<file path="src/rtl/stream_arbiter_rr.sv">
// Round-robin N:1 valid/ready stream arbiter with zero-latency combinational data path.
// Backpressure on the output locks the current grant until it completes, so payloads never switch mid-transfer.
module stream_arbiter_rr #(
  parameter int N_INP      = 4,
  parameter int DATA_WIDTH = 32,
  parameter int IDX_WIDTH  = (N_INP > 1) ? $clog2(N_INP) : 1
) (
  input  logic                        clk_i,
  input  logic                        rst_i,
  input  logic [N_INP*DATA_WIDTH-1:0] inp_data_i,
  input  logic [N_INP-1:0]            inp_valid_i,
  output logic [N_INP-1:0]            inp_ready_o,
  output logic [DATA_WIDTH-1:0]       oup_data_o,
  output logic                        oup_valid_o,
  input  logic                        oup_ready_i,
  output logic [IDX_WIDTH-1:0]        oup_idx_o
);

  typedef enum logic {
    ARB    = 1'b0,
    LOCKED = 1'b1
  } state_t;

  state_t               lock_q;
  logic [IDX_WIDTH-1:0] rr_q;
  logic [IDX_WIDTH-1:0] lock_idx_q;
  logic [IDX_WIDTH-1:0] grant;
  logic [IDX_WIDTH-1:0] rr_next;
  logic                 found;
  logic                 handshake;
  logic                 lock_drop;

  // Rotating-priority scan starting at rr_q; a held lock bypasses the scan entirely.
  always_comb begin : grant_sel
    int j;
    j     = 0;
    found = 1'b0;
    grant = '0;
    if (lock_q == LOCKED) begin
      grant = lock_idx_q;
      found = 1'b1;
    end else begin
      for (int k = 0; k < N_INP; k++) begin
        j = int'(rr_q) + k;
        if (j >= N_INP) j = j - N_INP;
        if (!found && inp_valid_i[j]) begin
          found = 1'b1;
          grant = IDX_WIDTH'(j);
        end
      end
    end
  end

  assign oup_valid_o = inp_valid_i[grant];
  assign oup_data_o  = inp_data_i[int'(grant)*DATA_WIDTH +: DATA_WIDTH];
  assign oup_idx_o   = grant;
  assign handshake   = oup_valid_o & oup_ready_i;
  assign rr_next     = (grant == IDX_WIDTH'(N_INP - 1)) ? '0 : grant + 1'b1;

  // A locked source that withdraws valid is a protocol violation; the lock is simply released.
  assign lock_drop   = (lock_q == LOCKED) & ~inp_valid_i[lock_idx_q];

  always_comb begin
    inp_ready_o        = '0;
    inp_ready_o[grant] = oup_ready_i & oup_valid_o;
  end

  always_ff @(posedge clk_i) begin
    if (rst_i) begin
      rr_q       <= '0;
      lock_q     <= ARB;
      lock_idx_q <= '0;
    end else if (handshake) begin
      rr_q   <= rr_next;
      lock_q <= ARB;
    end else if (lock_q == LOCKED) begin
      if (lock_drop) lock_q <= ARB;
    end else if (oup_valid_o) begin
      lock_q     <= LOCKED;
      lock_idx_q <= grant;
    end
  end

endmodule

</file>
<file path="config.mk">
export PLATFORM = sky130hd
export DESIGN_NAME = stream_arbiter_rr
export DESIGN_NICKNAME = d
export VERILOG_FILES = /design/src/rtl/stream_arbiter_rr.sv
export SDC_FILE = /design/constraint.sdc
export NUM_CORES = 1
export LEC_CHECK = 0
export BUFFER_PORTS_ARGS = -buffer_cell sky130_fd_sc_hd__buf_2
export CAP_MARGIN = 20
export CORE_UTILIZATION = 36
export CTS_CLUSTER_SIZE = 30
export DETAILED_ROUTE_END_ITERATION = 12
export PLACE_DENSITY = 0.82
export RECOVER_POWER = 25
export SYNTH_ARGS = -nofsm -noshare
export SYNTH_HDL_FRONTEND = slang
export SYNTH_SLANG_ARGS = --single-unit
</file>
<file path="constraint.sdc">
create_clock -name clk_i -period 3.7 [get_ports clk_i]
set_input_delay 0.74 -clock clk_i [delete_from_list [all_inputs] [get_ports clk_i]]
set_output_delay 0.74 -clock clk_i [all_outputs]
set_load 0.005 [all_outputs]
</file>
After elaboration in Yosys (flattened, before gate mapping)
Cells that the tools add are included. Widths: inputs -> output; s select.

Register bits after elaboration: 5. Output and inout port bits: 39. Logic and storage cells: 80.

Add/sub/neg operators: 8. Magnitude comparators: 11. Equality and inequality tests: 1. Shift-type cells: 1. Muxes and demuxes: 41. Bitwise operators: 6. Reductions and logical operators: 9.

Operator list (number): $mux 32 (8); $lt 32x4->1 const B (4); $shiftx 128x8->32 (1); $mux 1 (20); $bmux 1 s2 (6); $mux 2 (6); $sub 3x3->4 const B (3); $ge 3x3->1 const B (3); $add 2x2->3 const B (2); $lt 2x3->1 const B (2); $and 4x4->4 (1); $logic_and 1x1->1 (4); $sub 2x3->4 const B (1); $add 2x1->3 const B (1); $ge 2x3->1 const B (1); $logic_not 1->1 (3); $not 1->1 (3); $reduce_and 3->1 (1); $add 2x1->2 const B (1); $and 1x1->1 (2); $demux 1 s2 (1); $eq 2x2->1 const B (1); $ge 2x1->1 const B (1); $reduce_or 2->1 (1).

Logic depth before layout (Yosys ltp)
Gate-level depths: netlist (run 1).

Depth after elaboration: 25. Mapped depth: 10. Mapped depth without buffers: 7.

Worst setup path after synthesis (run 1)
Ideal clock, no wire load.

Path type: input port to output port. From: input port inp_valid_i[1]. To: output port inp_ready_o[0]. Data arrival time: 2.502 ns. Data required time: 2.960 ns. Path slack: 0.458 ns. Stages: 9. Buffers on the path: 2. Path through: or3b_4 > a2111oi_4 > nor4_1 > nor2_1 > inv_2 > buf_4 > buf_4 > ha_1 > and2_1.

Longest elaborated chain between the ends: 22.

RTL lines: start: declaration (line 11) `input logic [N_INP-1:0] inp_valid_i,`; $bmux 1 s2 (line 46) `if (!found && inp_valid_i[j]) begin`; $mux 1 (implied by the code) (2 in series) (line 46); $mux 1 (line 46); $mux 1 (line 39) `if (lock_q == LOCKED) begin`; $logic_not 1->1 (line 46); $logic_and 1x1->1 (line 46); $mux 1 (line 46); $mux 1 (line 39); [6 not listed]; $mux 2 * (line 46); $mux 2 * (line 39); named net oup_idx_o[0] (line 16) `output logic [IDX_WIDTH-1:0] oup_idx_o`; $lt 2x3->1 (implied by the code) / $ge 2x1->1 (equally long branches) (line 65) `inp_ready_o[grant] = oup_ready_i & oup_valid_o;`; $logic_and 1x1->1 (implied by the code) (line 65); $mux 1 (implied by the code) (line 65); $demux 1 s2 (line 65); $and 4x4->4 (no line) *; end: declaration (line 12) `output logic [N_INP-1:0] inp_ready_o,`.

Mark *: on every way through the listed nets, which the timed path passes. The rest lies on a longest branch. The select of a mux whose other input is x is not followed.

Worst setup path after layout (run 1)
From: input port inp_valid_i[3]. To: output port oup_data_o[11].

Longest elaborated chain between the ends: 18.

RTL lines: $bmux 1 s2 (line 46); $mux 1 (implied by the code) (2 in series) (line 46); $mux 1 (line 46); $mux 1 (line 39); $logic_not 1->1 (line 46); $logic_and 1x1->1 (line 46); $mux 1 (line 46); $mux 1 (line 39); $logic_not 1->1 (line 46); $logic_and 1x1->1 (line 46); $mux 1 (line 46); $mux 1 (line 39); $logic_not 1->1 (line 46); $logic_and 1x1->1 (line 46); $mux 2 * (line 46); $mux 2 * (line 39); $shiftx 128x8->32 * (line 55) `assign oup_data_o = inp_data_i[int'(grant)*DATA_WIDTH +: DATA_WIDTH];`; end: declaration (line 13) `output logic [DATA_WIDTH-1:0] oup_data_o,`.

Every way passes the cells marked *; elsewhere a longest branch is shown, timed or not. The select of a mux whose other input is x is not followed.

==> results.json, run 1 <==
{
  "setup_ws_ns": 0.2841,
  "fp.dieW_um": 69.32,
  "drc": 0,
  "antenna_cells": 0,
  "worstPathRequired_ns": 2.96,
  "top_level_ports": 174,
  "peakVddDrop_mv": 0.1872,
  "drive_above_1_share_pct": 59.73,
  "grt-ovfl-total": 0,
  "cp_max_fo": 36,
  "hold_viol_final": 0,
  "max_freq_mhz": 292.7,
  "multi_input_area_um2": 1403,
  "syn_to_final_growth_pct": 57.52,
  "worst_pin_slew_ns": 0.4905,
  "setup_violations": 0,
  "leakagePower_nw": 1.336,
  "clockBufferDepth": 2,
  "cts_resized": 0,
  "avgSynthCellArea_um2": 7.882,
  "ys_ff_latch": 5,
  "grtUsageTotal_pct": 21.01,
  "drv_slew": 0,
  "worstSetupPathType": "input port to output pin",
  "cts_tree": "yes",
  "grt_setup_unrepaired": "false",
  "crit_arrival_ns": 2.68,
  "r2r_setup_slack_ns": 1.25,
  "core_um2": 4354,
  "critPathLaunchType": "input port",
  "synth_cell_types": 38,
  "die_area_um2": 4805,
  "die_h_um": 69.32,
  "gp_congestion": 0.8392,
  "status": "finished, final reports clean",
  "dp_slack_ns": 0.3067,
  "dr.pass1.iters": 4,
  "regArea_um2": 100.1,
  "drt_iter0_markers": 59,
  "numCtsBuffers": 3,
  "fin_crit_ns": 3.416,
  "cts-root-buf": "clkbuf_8",
  "viasPerCell": 4.934,
  "insertion_delay_ns": 0.23,
  "num_vias": 2107,
  "wire_per_inst_um": 12.54,
  "worstSetupEndpointType": "output pin",
  "finalNetCount": 515,
  "setup_tns_ns": 0,
  "cts_setup_buffers": 0,
  "port_buffers": 173,
  "period_share_pct": 92.32,
  "antenna_found_initial": 0,
  "synth-seq-area-share_pct": 6.135,
  "ys.flop_type": "dfxtp_1",
  "syn_area_um2": 1632,
  "grt_max_degree": 37,
  "yosysWarnings": 0,
  "h-tree-depth": 1,
  "dp_hpwl_mm": 4.470,
  "synth.area.top_cells": "mux2_2 22%, mux2i_1 21%, o21ai_1 11%",
  "yosysTopAreaCellShare_pct": 22.09,
  "async_flop_share_pct": 0,
  "synth_edf_count": 0,
  "drt_wl_total_mm": 5.356,
  "numClockSinks": 5,
  "num-fill-cells": 377,
  "grt_pass1_wl_mm": 8.611,
  "max-cap-violations": 0,
  "grt_pass1_vias": 2021,
  "hold_buffers": 0,
  "clk_pin_slew_ns": 0.04,
  "start_util_pct": 37.47,
  "rows": 24,
  "ant_nets": 0,
  "powerDensity_nw_per_um2": 422.2,
  "min_path_type": "flip-flop to flip-flop",
  "slew_headroom_pct": 67.08,
  "synthCells": 207,
  "synth_area_leader_cell": "mux2_2",
  "final.setup_skew_ns": 0.0006079,
  "synth_nets": 346
}
## layer usage
layer | part of all wire, % | GRT usage [%] | vias to the layer above
met1 | 40 | 22.94 | 931
met3 | 5.1 | 3.924 | 13
met5 | 0 | 0 | -
met4 | 1.9 | 5.896 | 0
li1 | - | - | 1083
met2 | 53 | 40.56 | 80
## flip-flops by register name (all words and copies together), names as in the netlist
name	count
lock_idx_q	2
rr_q	2
lock_q	1
## cells in the mapped netlist, drive strengths merged (2+ instances only)
library cell,number
a31oi,2
nor2b,4
nor2,6
inv,4
nand2b,4
mux2i,34
buf,11
clkbuf,5
nand2,35
o211ai,2
dfxtp,5
nand3b,2
nand3,2
ha,4
and2,4
o21ai,35
mux2,34
## cells by family (layout without fill, tap and decap cells)
kind of cell	count (synthesis)	after routing	share of synthesized area (%)
DFF	5	5	6.135
AOI/OAI and AO/OA	46	46	20.48
and+or+nand+nor	64	64	19.17
muxes	68	68	44.79
buffers and inverters	20	188	6.364
adders and majority gates	4	4	3.068
## cell usage in the layout, fill, tap and decap left out, types with 2 or more instances in the layout
cell type,instances
mux2_2,32
buf_4,4
clkbuf_1,2
nor2b_1,4
dfxtp_1,5
nand2b_1,4
nand2_1,35
buf_12,2
mux2_4,2
and2_1,4
o21ai_1,35
ha_1,4
inv_2,2
nand3_1,2
nand3b_1,2
inv_1,2
clkbuf_8,3
nor2_1,6
mux2i_1,34
buf_2,172
## worst paths after layout
path,startpoint,cells after the start,end
setup / recovery,inp_valid_i[3],9,oup_data_o[11]
hold reg to reg,lock_idx_q[1],2,lock_idx_q[1]
setup reg to reg,rr_q[0],7,lock_idx_q[0]
hold / removal,lock_idx_q[1],2,lock_idx_q[1]
## power by group
part	leakage (nW)	switching (mW)	internal, mW
clock	0.0228	0.0319	0.0744
sequential	0.0408	0.0160	0.0639
combinational	1.27	0.438	0.461
total	1.34	0.486	0.599
## critical path, cell delays in order
cell	delay, ns
buf_2	0.15
or3b_1	0.41
a2111oi_4	0.35
nor4_1	0.11
nor2_1	0.16
inv_2	0.09
clkbuf_4	0.29
o21ai_1	0.22
buf_2	0.14
## layout make-up
type                            count  area share (%)
Clock buffer                        4           1.753
Inverter                            4          0.5842
Multi-Input combinational cell    182           54.58
Sequential cell                     5           3.895
Tap cell                           52           2.532
Timing Repair Buffer              180           36.66
## stage by stage
| stage | utilization [%] | instances | cell area, um^2 | total power [mW] | hold slack [ns] |
|---|---|---|---|---|---|
| finish | 59.02 | 427 | 2570 | 1.085 | 0.4779 |
| global route | 59.02 | 427 | 2570 | 1.179 | 0.5104 |
| CTS | 59.63 | 427 | 2596 | 1.102 | 0.4817 |
| detailed placement | 58.59 | 423 | 2551 | 0.9933 | 0.4740 |
| global placement | 58.59 | 423 | 2551 | 0.9748 | 0.4601 |
| floorplan | - | 207 | 1632 | 0.6736 | 0.4483 |
No activity file was read; power rests on OpenSTA's default activity.
==> inputs of run 2 (changes only) <==
- CORE_AREA: default -> 2 2 68 70
- CORE_UTILIZATION: 36 -> default
- DIE_AREA: default -> 0 0 70 72
- PLACE_DENSITY: 0.82 -> 0.86
- clock period: 3.7 -> 4.31 ns (I/O delays scaled with it)
==> run 2 against run 1 <==
Net effect:
- sequential cell count stayed put
- sequential power shrank 11%
- combinational power shrank 16%
- final cell count is 0.94% lower
- largest cell class unchanged
==> results.json, run 2 (synthesis gave the netlist of run 1 again) <==
{
  "fp.dieW_um": 70,
  "syn_to_final_growth_pct": 56.13,
  "cts_resized": 0,
  "setup_tns_ns": 0,
  "drc": 0,
  "core_um2": 4264,
  "dr.pass1.iters": 4,
  "gp_congestion": 0.8694,
  "peakVddDrop_mv": 0.1364,
  "final_common_cell": "buf_2",
  "drt_wl_total_mm": 5.808,
  "die_area_um2": 5040,
  "final_cell_mix": "172 x buf_2, 35 x nand2_1, 34 x o21ai_1, 34 x mux2i_1, 32 x mux2_2",
  "setup_violations": 0,
  "grt-ovfl-total": 0,
  "rows": 24,
  "max-cap-violations": 0,
  "h-tree-depth": 1,
  "drt_iter0_markers": 78,
  "setup_ws_ns": 0.3320,
  "pwr-share-comb_pct": 82.6,
  "cp_max_fo": 32,
  "grt_pass1_vias": 2064,
  "crit_arrival_ns": 3.12,
  "grt_setup_unrepaired": "false",
  "rr_endpoint": "lock_idx_q[0]",
  "num_vias": 2105,
  "stdcell_area_um2": 2547,
  "final_cells": 423,
  "worst_pin_slew_ns": 0.6082,
  "slew_headroom_pct": 59.41,
  "p_seq_share_pct": 7.7,
  "grt_pass1_wl_mm": 8.990,
  "top_level_ports": 174,
  "port_buffers": 173,
  "drive_above_1_share_pct": 59.57,
  "critPathLaunchType": "input port",
  "powerDensity_nw_per_um2": 360.3,
  "antenna_found_initial": 0,
  "holdCritStartpoint": "lock_idx_q[1]",
  "antenna_cells": 0,
  "grt_max_degree": 37,
  "clk_pin_slew_ns": 0.03,
  "hold_buffers": 0,
  "dp_cells": 419,
  "finalNetCount": 511,
  "p_sw_share_pct": 45.43,
  "leakagePower_nw": 1.322,
  "dp_hpwl_mm": 4.896,
  "max_freq_mhz": 251.4,
  "cts_setup_buffers": 0,
  "top_regs": "lock_idx_q: 2 flops, rr_q: 2 flops, lock_q: 1 flops",
  "total_power_mw": 0.9178,
  "wire_per_inst_um": 13.73,
  "worstHoldEndpoint": "lock_idx_q[1]",
  "insertion_delay_ns": 0.23,
  "viasPerCell": 4.976,
  "clockBufferDepth": 2,
  "p_int_mw": 0.5009,
  "worstPathRequired_ns": 3.45,
  "ant_nets": 0,
  "place_area_um2": 2521,
  "r2r_start": "rr_q[0]",
  "hold_viol_final": 0,
  "numClockSinks": 5,
  "crit_path_start": "inp_valid_i[0]",
  "grtUsageTotal_pct": 21.76,
  "worstSetupPathType": "input port to output pin",
  "die_h_um": 72,
  "worstHoldPathCells": 2,
  "hold_ws_ns": 0.5228,
  "period_share_pct": 92.30,
  "r2r_setup_slack_ns": 1.38,
  "final.setup_skew_ns": 0.004156,
  "drv_slew": 0,
  "cts_tree": "yes",
  "worstSetupEndpointType": "output pin",
  "numCtsBuffers": 3,
  "utilization_pct": 59.74,
  "clock_power_share_pct": 9.7,
  "cts-root-buf": "clkbuf_8",
  "min_path_type": "flip-flop to flip-flop",
  "fin_crit_ns": 3.978,
  "status": "finished, final reports clean",
  "p_sw_mw": 0.4169,
  "reg2reg_depth": 7,
  "dp_slack_ns": 0.3761,
  "start_util_pct": 38.26
}
[run 2: cell count changes in the layout (fill, tap and decap cells not counted), sizes merged]
cell	delta
buf	-3
clkbuf	-1
[run 2: worst max-delay path by stage]
| stage | endpoint | slack (ns) | depth (start not counted) |
|---|---|---|---|
| final | oup_data_o[5] | 0.33 | 10 |
| after global routing | oup_data_o[11] | 0.13 | 10 |
| after CTS | oup_data_o[5] | 0.36 | 9 |
| after detailed placement | oup_data_o[5] | 0.38 | 9 |
| after global placement | oup_data_o[5] | 0.43 | 9 |
| after floorplan | inp_ready_o[0] | 0.82 | 9 |
[run 2: worst max-delay path, cell delays in order]
cell and delay (ns):
buf_2 0.15, nor2b_1 0.13, o21ai_0 0.30, o311ai_2 0.23, inv_1 0.51, buf_12 0.29
mux2_2 0.36, nand2_1 0.06, o21ai_1 0.06, buf_2 0.14
[run 2: layer usage]
metal | track usage [%] | wire length [um]
met1 | 22.59 | 2113
met2 | 42.65 | 3190
met3 | 5.278 | 397
met4 | 7.479 | 107
met5 | 0 | 0
[run 2: layout make-up]
class	count	area (um^2)
fill	398	1717
multi-input combinational	182	1410
timing repair buffer	176	912.1
sequential	5	100.1
tap	52	65.06
clock buffer	4	45.04
inverter	4	15.01
[run 2: power by group through the flow]
stage          clock network (mW)  registers [mW]  logic [mW]
2_1_floorplan                   0          0.0603       0.518
3_3_place_gp                    0          0.0704       0.749
3_5_place_dp                    0          0.0717       0.768
4_1_cts                    0.0924          0.0710       0.770
5_1_grt                    0.0957          0.0722       0.831
6_report                   0.0891          0.0710       0.758
